==> config.mk <==
export PLATFORM = sky130hd
export DESIGN_NAME = hps_ps2_tx
export DESIGN_NICKNAME = d
export VERILOG_FILES = /design/src/rtl/hps_pkg.sv /design/src/rtl/hps_ps2_chan.sv /design/src/rtl/hps_ps2_tx.sv
export SDC_FILE = /design/constraint.sdc
export NUM_CORES = 1
export LEC_CHECK = 0
export BUFFER_PORTS_ARGS = -buffer_cell sky130_fd_sc_hd__buf_2
export CORE_ASPECT_RATIO = 1.1
export CORE_MARGIN = 1.5
export CORE_UTILIZATION = 30
export DETAILED_ROUTE_END_ITERATION = 10
export GPL_TIMING_DRIVEN = 0
export PLACE_DENSITY = 0.49
export SETUP_SLACK_MARGIN = 0.2
export SLEW_MARGIN = 5
export SYNTH_ARGS = -nofsm -noshare
export SYNTH_HDL_FRONTEND = slang
export SYNTH_SLANG_ARGS = --single-unit
==> constraint.sdc <==
create_clock -name clk_sys -period 7 [get_ports clk_sys]
set_input_delay 0.35 -clock clk_sys [delete_from_list [all_inputs] [get_ports clk_sys]]
set_output_delay 0.35 -clock clk_sys [all_outputs]
set_load 0.005 [all_outputs]
==> src/rtl/hps_pkg.sv <==
// Shared constants and state encoding for the HPS PS/2 device-side transmitter.
package hps_pkg;

   localparam int PS2_FRAME_BITS = 11;

   typedef enum logic [3:0] {
      PS2_ST_IDLE   = 4'd0,
      PS2_ST_D0     = 4'd1,
      PS2_ST_D1     = 4'd2,
      PS2_ST_D2     = 4'd3,
      PS2_ST_D3     = 4'd4,
      PS2_ST_D4     = 4'd5,
      PS2_ST_D5     = 4'd6,
      PS2_ST_D6     = 4'd7,
      PS2_ST_D7     = 4'd8,
      PS2_ST_PARITY = 4'd9,
      PS2_ST_STOP   = 4'd10,
      PS2_ST_LAST   = 4'd11
   } ps2_state_t;

endpackage

==> src/rtl/hps_ps2_chan.sv <==
// One PS/2 transmit channel: byte FIFO plus 11-bit frame serialiser.
// Host-inhibit abort handling is compiled in with HPS_PS2_INHIBIT_EN.
module hps_ps2_chan
   import hps_pkg::*;
#(
   parameter int FIFO_BITS = 3
)
(
   input  logic       clk_sys,
   input  logic       reset,
   input  logic       tick,
   input  logic       clk_ps2,
   input  logic       wr_en,
   input  logic [7:0] wr_data,
   input  logic       ovf_clr,
   output logic       ps2_clk,
   output logic       ps2_data,
   output logic       fifo_full,
   output logic       overflow,
   output logic       busy
`ifdef HPS_PS2_INHIBIT_EN
   ,
   input  logic       ps2_clk_in
`endif
);

   localparam int DEPTH = 1 << FIFO_BITS;

   logic [7:0]         mem [DEPTH];
   logic [FIFO_BITS:0] wptr, rptr;
   ps2_state_t         state, state_nxt;
   logic [7:0]         shreg, shreg_nxt;
   logic               parity, parity_nxt;
   logic               data_q, data_nxt;
   logic               ovf_q;
   logic               pop, full, empty, wr_ok, start_ok, abort;

   assign full  = (wptr ^ rptr) == {1'b1, {FIFO_BITS{1'b0}}};
   assign empty = wptr == rptr;
   // A pop in the same cycle frees a slot, so a write to a full FIFO still lands.
   assign wr_ok = wr_en & (~full | pop);

`ifdef HPS_PS2_INHIBIT_EN
   logic inh_now, inh_q;

   assign inh_now  = clk_ps2 & ~ps2_clk_in & (state >= PS2_ST_D0) & (state <= PS2_ST_STOP);
   assign abort    = inh_now & inh_q;
   assign start_ok = ~empty & ps2_clk_in;

   always_ff @(posedge clk_sys or posedge reset) begin
      if (reset) inh_q <= 1'b0;
      else       inh_q <= inh_now;
   end
`else
   assign abort    = 1'b0;
   assign start_ok = ~empty;
`endif

   always_ff @(posedge clk_sys or posedge reset) begin
      if (reset) state <= PS2_ST_IDLE;
      else       state <= state_nxt;
   end

   always_comb begin
      state_nxt = state;
      if (abort) begin
         state_nxt = PS2_ST_IDLE;
      end else if (tick) begin
         case (state)
            PS2_ST_IDLE: if (start_ok) state_nxt = PS2_ST_D0;
            default:     state_nxt = (state < PS2_ST_LAST) ? ps2_state_t'(state + 4'd1)
                                                           : PS2_ST_IDLE;
         endcase
      end
   end

   // Line value and shifter update take effect on the edge after the tick.
   always_comb begin
      data_nxt   = data_q;
      shreg_nxt  = shreg;
      parity_nxt = parity;
      pop        = 1'b0;
      if (abort) begin
         data_nxt = 1'b1;
      end else if (tick) begin
         case (state)
            PS2_ST_IDLE: begin
               if (start_ok) begin
                  shreg_nxt  = mem[rptr[FIFO_BITS-1:0]];
                  parity_nxt = 1'b1;
                  data_nxt   = 1'b0;
               end
            end
            PS2_ST_PARITY: data_nxt = parity;
            PS2_ST_STOP: begin
               data_nxt = 1'b1;
               pop      = 1'b1;
            end
            default: begin
               if (state < PS2_ST_PARITY) begin
                  data_nxt   = shreg[0];
                  shreg_nxt  = {1'b0, shreg[7:1]};
                  parity_nxt = parity ^ shreg[0];
               end
            end
         endcase
      end
   end

   always_ff @(posedge clk_sys or posedge reset) begin
      if (reset) begin
         data_q <= 1'b1;
         shreg  <= 8'd0;
         parity <= 1'b1;
         wptr   <= '0;
         rptr   <= '0;
         ovf_q  <= 1'b0;
      end else begin
         data_q <= data_nxt;
         shreg  <= shreg_nxt;
         parity <= parity_nxt;
         if (wr_ok) wptr <= wptr + 1'b1;
         if (pop)   rptr <= rptr + 1'b1;
         if (wr_en && !wr_ok) ovf_q <= 1'b1;
         else if (ovf_clr)    ovf_q <= 1'b0;
      end
   end

   always_ff @(posedge clk_sys) begin
      if (wr_ok) mem[wptr[FIFO_BITS-1:0]] <= wr_data;
   end

   assign ps2_clk   = clk_ps2 | (state == PS2_ST_IDLE);
   assign ps2_data  = data_q;
   assign fifo_full = full;
   assign overflow  = ovf_q;
   assign busy      = (state != PS2_ST_IDLE) | ~empty;

endmodule

==> src/rtl/hps_ps2_tx.sv <==
// PS/2 device-side transmitter array: shared clock divider plus CHANNELS FIFO/serialisers.
// Define HPS_PS2_INHIBIT_EN to add the ps2_clk_in host-inhibit sense port.
module hps_ps2_tx
   import hps_pkg::*;
#(
   parameter int  CHANNELS  = 2,
   parameter int  FIFO_BITS = 3,
   parameter int  PS2DIV    = 1000,
   localparam int CH_W      = (CHANNELS > 1) ? $clog2(CHANNELS) : 1
)
(
   input  logic                clk_sys,
   input  logic                reset,
   input  logic                wr_en,
   input  logic [CH_W-1:0]     wr_ch,
   input  logic [7:0]          wr_data,
   input  logic [CHANNELS-1:0] ovf_clr,
   output logic [CHANNELS-1:0] ps2_clk,
   output logic [CHANNELS-1:0] ps2_data,
   output logic [CHANNELS-1:0] fifo_full,
   output logic [CHANNELS-1:0] overflow,
   output logic [CHANNELS-1:0] busy
`ifdef HPS_PS2_INHIBIT_EN
   ,
   input  logic [CHANNELS-1:0] ps2_clk_in
`endif
);

   localparam int CNT_W = (PS2DIV > 0) ? $clog2(PS2DIV + 1) : 1;

   logic [CNT_W-1:0] cnt;
   logic             clk_ps2, clk_ps2_d, tick;

   // Single divider shared by every channel keeps all frames phase-aligned.
   always_ff @(posedge clk_sys or posedge reset) begin
      if (reset) begin
         cnt       <= '0;
         clk_ps2   <= 1'b0;
         clk_ps2_d <= 1'b0;
      end else begin
         clk_ps2_d <= clk_ps2;
         if (cnt == CNT_W'(PS2DIV)) begin
            cnt     <= '0;
            clk_ps2 <= ~clk_ps2;
         end else begin
            cnt <= cnt + 1'b1;
         end
      end
   end

   assign tick = clk_ps2 & ~clk_ps2_d;

   for (genvar i = 0; i < CHANNELS; i++) begin : g_chan
      hps_ps2_chan #(
         .FIFO_BITS (FIFO_BITS)
      ) u_chan (
         .clk_sys    (clk_sys),
         .reset      (reset),
         .tick       (tick),
         .clk_ps2    (clk_ps2),
         .wr_en      (wr_en && (wr_ch == CH_W'(i))),
         .wr_data    (wr_data),
         .ovf_clr    (ovf_clr[i]),
         .ps2_clk    (ps2_clk[i]),
         .ps2_data   (ps2_data[i]),
         .fifo_full  (fifo_full[i]),
         .overflow   (overflow[i]),
         .busy       (busy[i])
`ifdef HPS_PS2_INHIBIT_EN
         ,
         .ps2_clk_in (ps2_clk_in[i])
`endif
      );
   end

endmodule

Yosys cells after proc, flatten, opt, wreduce, memory -nomap -nowiden

Memory sizes are Yosys's and may differ from the RTL's.
Cells that the tools add are included.

Register bits: 58
Bits in writable memories: 128
Input port bits: 14
Output and inout bits: 10
Logic and storage cells: 124
Memories kept: 2

Add/sub/neg operators: 7
Magnitude comparators: 4
Equality and inequality tests: 11
Muxes and demuxes: 37
Bitwise logic cells: 22
Reductions and logical operators: 24

Memories:

| memory               | depth | width | rd ports | clocked after Yosys merged registers in | write ports | RTL line           | text |
|---|---|---|---|---|---|---|---|
| g_chan[0].u_chan.mem | 8     | 8     | 1        | 0                                       | 1           | hps_ps2_chan.sv:29 | `logic [7:0] mem [DEPTH];` |
| g_chan[1].u_chan.mem | 8     | 8     | 1        | 0                                       | 1           | hps_ps2_chan.sv:29 |  |

Operators by type and width:

| kind                    | count |
|---|---|
| $mux W8                 | 4 |
| $pmux W8 S2             | 2 |
| $add A4 B1 Y4 const B   | 6 |
| $eq A4 B4 Y1 const B    | 6 |
| $mux W4                 | 6 |
| $mux W1                 | 20 |
| $lt A4 B4 Y1 const B    | 4 |
| $reduce_bool A4 Y1      | 4 |
| $add A10 B1 Y10 const B | 1 |
| $eq A10 B10 Y1 const B  | 1 |
| $mux W10                | 1 |
| $not A1 Y1              | 9 |
| $eq A4 B4 Y1            | 2 |
| $logic_not A4 Y1        | 2 |
| $reduce_and A4 Y1       | 2 |
| $reduce_bool A2 Y1      | 4 |
| $xor A4 B4 Y4           | 2 |
| $or A1 B1 Y1            | 6 |
| $pmux W1 S3             | 2 |
| $reduce_and A3 Y1       | 2 |
| $logic_and A1 B1 Y1     | 4 |
| $ne A2 B2 Y1 const B    | 2 |
| $pmux W1 S2             | 2 |
| $reduce_and A2 Y1       | 2 |
| other kinds (4)         | 9 |

Depth between registers and ports, before layout

Depth after elaboration: 8
Mapped depth: 7

Modules after synthesis

From an unflattened synthesis, not the netlist that was laid out.

Cells, all modules: 596
Area total of the unflattened synthesis: 8314.2 um2

Modules (own cells, without submodules):

| module                           | times used | cells each | area each (um2) | seq. area each (um2) |
|---|---|---|---|---|
| hps_ps2_chan at g_chan[1].u_chan | 1          | 275        | 3895.0          | 2499.9 |
| hps_ps2_chan at g_chan[0].u_chan | 1          | 266        | 3823.7          | 2499.9 |
| hps_ps2_tx                       | 1          | 55         | 595.6           | 300.3 |

Least setup slack after synthesis

OpenSTA, ideal clock, no wires.

Kind: flip-flop to flip-flop
Start point: register g_chan[0].u_chan.state[0]
End point: memory g_chan[0].u_chan.mem[0][0] (enable)
Setup time: 395 ps
Data arrival time: 2280 ps
Required time: 6605 ps
Slack: 4325 ps
Stages on the path, launching flop included: 7
Path buffers: 0
Period minus slack after synthesis: 2675 ps
Path through: dfrtp_1 -> inv_1 -> ha_1 -> nand2_1 -> nor3_1 -> o21ai_1 -> nor4_1

Longest elaborated chain between the ends: 7

Ends and longest elaborated chain:

| item                          | RTL line            | text |
|---|---|---|
| start, declared               | hps_ps2_chan.sv:31  | `ps2_state_t state, state_nxt;` |
| start signal, assigned        | hps_ps2_chan.sv:61  | `else state <= state_nxt;` |
| $eq A4 B4 Y1                  | hps_ps2_chan.sv:86  | `case (state)` |
| $mux W1                       | hps_ps2_chan.sv:86  |  |
| $mux W1                       | hps_ps2_chan.sv:85  | `end else if (tick) begin` |
| $or A1 B1 Y1                  | hps_ps2_chan.sv:41  | `assign wr_ok = wr_en & (~full \| pop);` |
| $and A1 B1 Y1                 | hps_ps2_chan.sv:41  |  |
| $mux W1                       | hps_ps2_chan.sv:130 | `if (wr_ok) mem[wptr[FIFO_BITS-1:0]] <= wr_data;` |
| $mux W1 (implied by the code) | hps_ps2_chan.sv:130 |  |
| end, declared                 | hps_ps2_chan.sv:29  |  |

Every way passes these cells.

Final worst setup path

Start point: register g_chan[1].u_chan.state[0]
End point: memory g_chan[1].u_chan.mem[4][1] (enable)

Longest elaborated chain between the ends: 7

Ends and longest elaborated chain:

| item                          | RTL line |
|---|---|
| start, declared               | hps_ps2_chan.sv:31 |
| start signal, assigned        | hps_ps2_chan.sv:61 |
| $eq A4 B4 Y1                  | hps_ps2_chan.sv:86 |
| $mux W1                       | hps_ps2_chan.sv:86 |
| $mux W1                       | hps_ps2_chan.sv:85 |
| $or A1 B1 Y1                  | hps_ps2_chan.sv:41 |
| $and A1 B1 Y1                 | hps_ps2_chan.sv:41 |
| $mux W1                       | hps_ps2_chan.sv:130 |
| $mux W1 (implied by the code) | hps_ps2_chan.sv:130 |
| end, declared                 | hps_ps2_chan.sv:29 |

Every way passes these cells.

==> reports/summary.log <==
INFO  finish         final_net_count=662
INFO  die            placementRows=63
INFO  outcome        violations=hold timing
INFO  yosys          synth.net_count=615
INFO  yosys          synth_enable_flop_cells=128
INFO  critical_path  cp_max_fo=8
INFO  detailed_routing antenna_left=0
INFO  global_route   first_global_vias=5,163
INFO  timing         grt_setup_unrepaired=false
INFO  timing         timing_worst_slew_pin_value=1.122ns
INFO  clocking       cts-buffers-inserted=17
INFO  clocking       cts_setup_buffers=0
INFO  finish         layout.cells.most_common=edfxtp_1
INFO  finish         antenna_cells=0
INFO  timing         finalClockSkew=0.01276ns
INFO  critical_path  worst-r2r-cell-count=6
INFO  critical_path  critical_path_source=g_chan[1].u_chan.state[0]
INFO  timing         final.hold.worst_slack=-0.0001708ns
INFO  clocking       cts-resized-gates=0
INFO  min_path       min_path_type=in2async
INFO  power          max-vdd-ir-drop=169.1uV
INFO  power          cellPowerDensity=264.5nW/um^2
INFO  critical_path  reg2reg_from=g_chan[1].u_chan.state[0]
INFO  die            floorplan.initialDensity=30.63%
INFO  placement      port_buffers=23
INFO  timing         final.min_clock_period=3.129ns
INFO  clocking       numClockSinks=186
INFO  global_route   global_route.usage.total=13.42%
INFO  global_route   grt_antenna_before_repair=0
INFO  die            design.core.area=27,040squm
INFO  finish         flow.area_growth_from_synthesis=15.09%
INFO  placement      place_hpwl=12.33mm
INFO  detailed_routing maxUsedRoutingLayer=met4
INFO  clocking       clock_tree.root_cell=clkbuf_16
INFO  yosys          postSynth.asyncResetShare=31.18%
INFO  critical_path  timing.critical_path.cells=inv_1 > ha_1 > nand2_1 > nor3_1 > o21ai_1 > nor3_2
INFO  yosys          post_synth.cell_area_avg=14.16squm
INFO  critical_path  regToRegSetupSlack=3.87ns
INFO  yosys          ys_types=53
INFO  clocking       cts_tree=done
INFO  placement      placer_congestion=0.8279
INFO  clocking       clk_transition_reported_paths=0.07ns
INFO  global_route   grt_start_max_net_pins=33
INFO  yosys          synthTopCellsByArea=edfxtp_1 (46%), dfrtp_1 (16%), mux2i_1 (5.0%)
INFO  yosys          ys_ff_latch=186
INFO  finish         final_cells=1,002
INFO  die            die_width=161.4um
INFO  outcome        outcome=complete, but fails checks
INFO  power          power.static_leakage=0.003307uW
INFO  critical_path  critical-path-slowest-cell=nor3_2
INFO  yosys          synth.largest_area_cell=edfxtp_1
INFO  detailed_routing met3WireLength=603um
INFO  critical_path  cp_data_arrival_time=3.19ns
INFO  critical_path  timing.critical_path.to_type=flip-flop
INFO  detailed_routing drt_drc_violations_left=0
INFO  timing         finalCritPeriodShare=44.70%
INFO  detailed_routing wl_met1=7.771mm
INFO  detailed_routing via_total_after_detailed_routing=4,876
INFO  yosys          synth-seq-area-share=64.00%
INFO  critical_path  worst_setup_path_start_kind=flip-flop
INFO  critical_path  worst_path_largest_cell_delay=0.78ns
INFO  clocking       cts_htree_levels=4
INFO  yosys          syn_inst=585
INFO  detailed_routing routed_wl=18.13mm
INFO  global_route   grt_pass1_wl=28.79mm
INFO  finish         drive_above_1_share=18.60%
INFO  die            chipHeight=177.3um
INFO  yosys          yosys_warnings=0
INFO  clocking       worst_skew_pair.late_latency=0.43ns
INFO  detailed_routing met2_wirelength=9.448mm
INFO  critical_path  crit-reg2reg-capture=g_chan[1].u_chan.mem[4][1]
INFO  detailed_routing drt_iter0_drc=415
INFO  global_route   grt_overflow=0
INFO  timing         setup-violations-final=0
INFO  yosys          yosys_most_used_dff=edfxtp_1
INFO  timing         timing_max_transition_violations_final=0
INFO  detailed_routing vias_per_cell=4.866
INFO  finish         most_used_cells_in_the_layout_excluding_fill_and_tap_cells=edfxtp_1 (128), dfrtp_1 (54), mux2i_1 (41), buf_2 (29), nor2b_1 (25)
INFO  die            boundaryPins=24
INFO  timing         timing.final.hold_violations=1
INFO  detailed_routing wl_per_cell=18.09um
INFO  timing         timing.slew.headroom=25.20%
INFO  yosys          synth.top_cell.area_share=46.41%
INFO  critical_path  required=7.06ns
INFO  timing         max_clock_freq=0.3196GHz
INFO  critical_path  worst-setup-path-type=reg2reg
INFO  clocking       cts.hold.buffers_added=0
INFO  yosys          synth_area=8282squm
INFO  die            die_area=28,610squm
INFO  clocking       cts_max_path_buffers=2
INFO  run            max-cap-violations=0
INFO  placement      placedCellCount=970
INFO  timing         totalNegativeSetupSlack=0ns
INFO  detailed_routing detailedRoute.firstPassIterationCount=5
## where the power goes
| group | total [uW] | leakage (uW) | switching [uW] | internal, uW |
|---|---|---|---|---|
| Combinational | 297 | 0.00111 | 193 | 103 |
| Sequential | 1290 | 0.00192 | 23.5 | 1260 |
| Clock | 937 | 0.000280 | 460 | 477 |
| Total | 2520 | 0.00331 | 677 | 1840 |
## routing by layer
metal / global-route usage (%) / up-vias
li1: - / 2301
met1: 15.82 / 2475
met2: 23.71 / 82
met3: 3.093 / 18
met4: 5.054 / 0
met5: 0 / -
## synth_stat cells (all sizes together), types with 9 or more instances
library cell  number
nor2              16
mux2i             41
o41ai              9
xnor2             18
a211oi             9
inv               17
nand2             21
nand2b            13
ha                16
nand3              9
dfrtp             54
a32o               9
mux2              20
edfxtp           128
buf               23
xor2               9
a22o              13
o21ai             10
a21oi             16
nor2b             25
clkbuf            19
nor3              14
## sequential cells by signal, summed over array words and instances (netlist names)
| signal | flops |
|---|---|
| g_chan.u_chan.mem | 128 |
| g_chan.u_chan.shreg | 16 |
| cnt | 10 |
| g_chan.u_chan.rptr | 8 |
| g_chan.u_chan.state | 8 |
| g_chan.u_chan.wptr | 8 |
| g_chan.u_chan.overflow | 2 |
| g_chan.u_chan.parity | 2 |
| g_chan.u_chan.ps2_data | 2 |
| clk_ps2 | 1 |
| clk_ps2_d | 1 |
## cell families (layout without fill, tap and decap cells)
group           Yosys count  in the layout  share of synthesized area [%]
simple gates            124            124                          8.189
xor+xnor                 27             27                          2.855
mux                      63             63                          8.944
compound gates          108            108                          10.02
buf+inv                  61            121                          3.581
flops                   186            186                          64.00
fa+ha+maj                16             16                          2.417
## layout make-up
cell class | count | area (sq um)
Inverter | 19 | 71.32
Clock inverter | 15 | 152.6
Buffer | 42 | 225.2
Timing Repair Buffer | 28 | 168.9
Tap cell | 357 | 446.7
Clock buffer | 17 | 425.4
Fill cell | 2603 | 17510
Sequential cell | 186 | 5300
Multi-Input combinational cell | 338 | 2741
## worst max-delay path: cells and delay by family, from the launching register on
family          cells  cell delay, ns
fa+ha+maj           1            0.26
simple gates        3            1.50
flops               1            0.42
compound gates      1            0.43
buf+inv             1            0.15
## metrics by stage
step	setup slack [ns]	utilization (%)	power [uW]	area [sq um]	hold WS (ns)
floorplan	4.325	-	1500	8282	0.4275
global placement	3.222	32.71	1579	8843	0.4599
detailed placement	3.508	33.08	1611	8944	0.4620
CTS	3.478	35.22	2553	9522	0.005478
global route	3.696	35.25	2628	9532	0.04948
finish	3.871	35.25	2521	9532	-0.0001708
## how the worst max path moves through the flow
stage                                       endpoint  slack [ns]  cells past startpoint
after floorplan           g_chan[0].u_chan.mem[0][0]        4.32                      6
after detailed placement  g_chan[1].u_chan.mem[2][4]        3.51                      6
after global placement    g_chan[0].u_chan.mem[0][3]        3.22                      6
after CTS                 g_chan[1].u_chan.mem[2][7]        3.48                      6
final                     g_chan[1].u_chan.mem[4][1]        3.87                      6
after global routing      g_chan[1].u_chan.mem[4][7]        3.70                      6
Power figures use the tool's default switching activity.
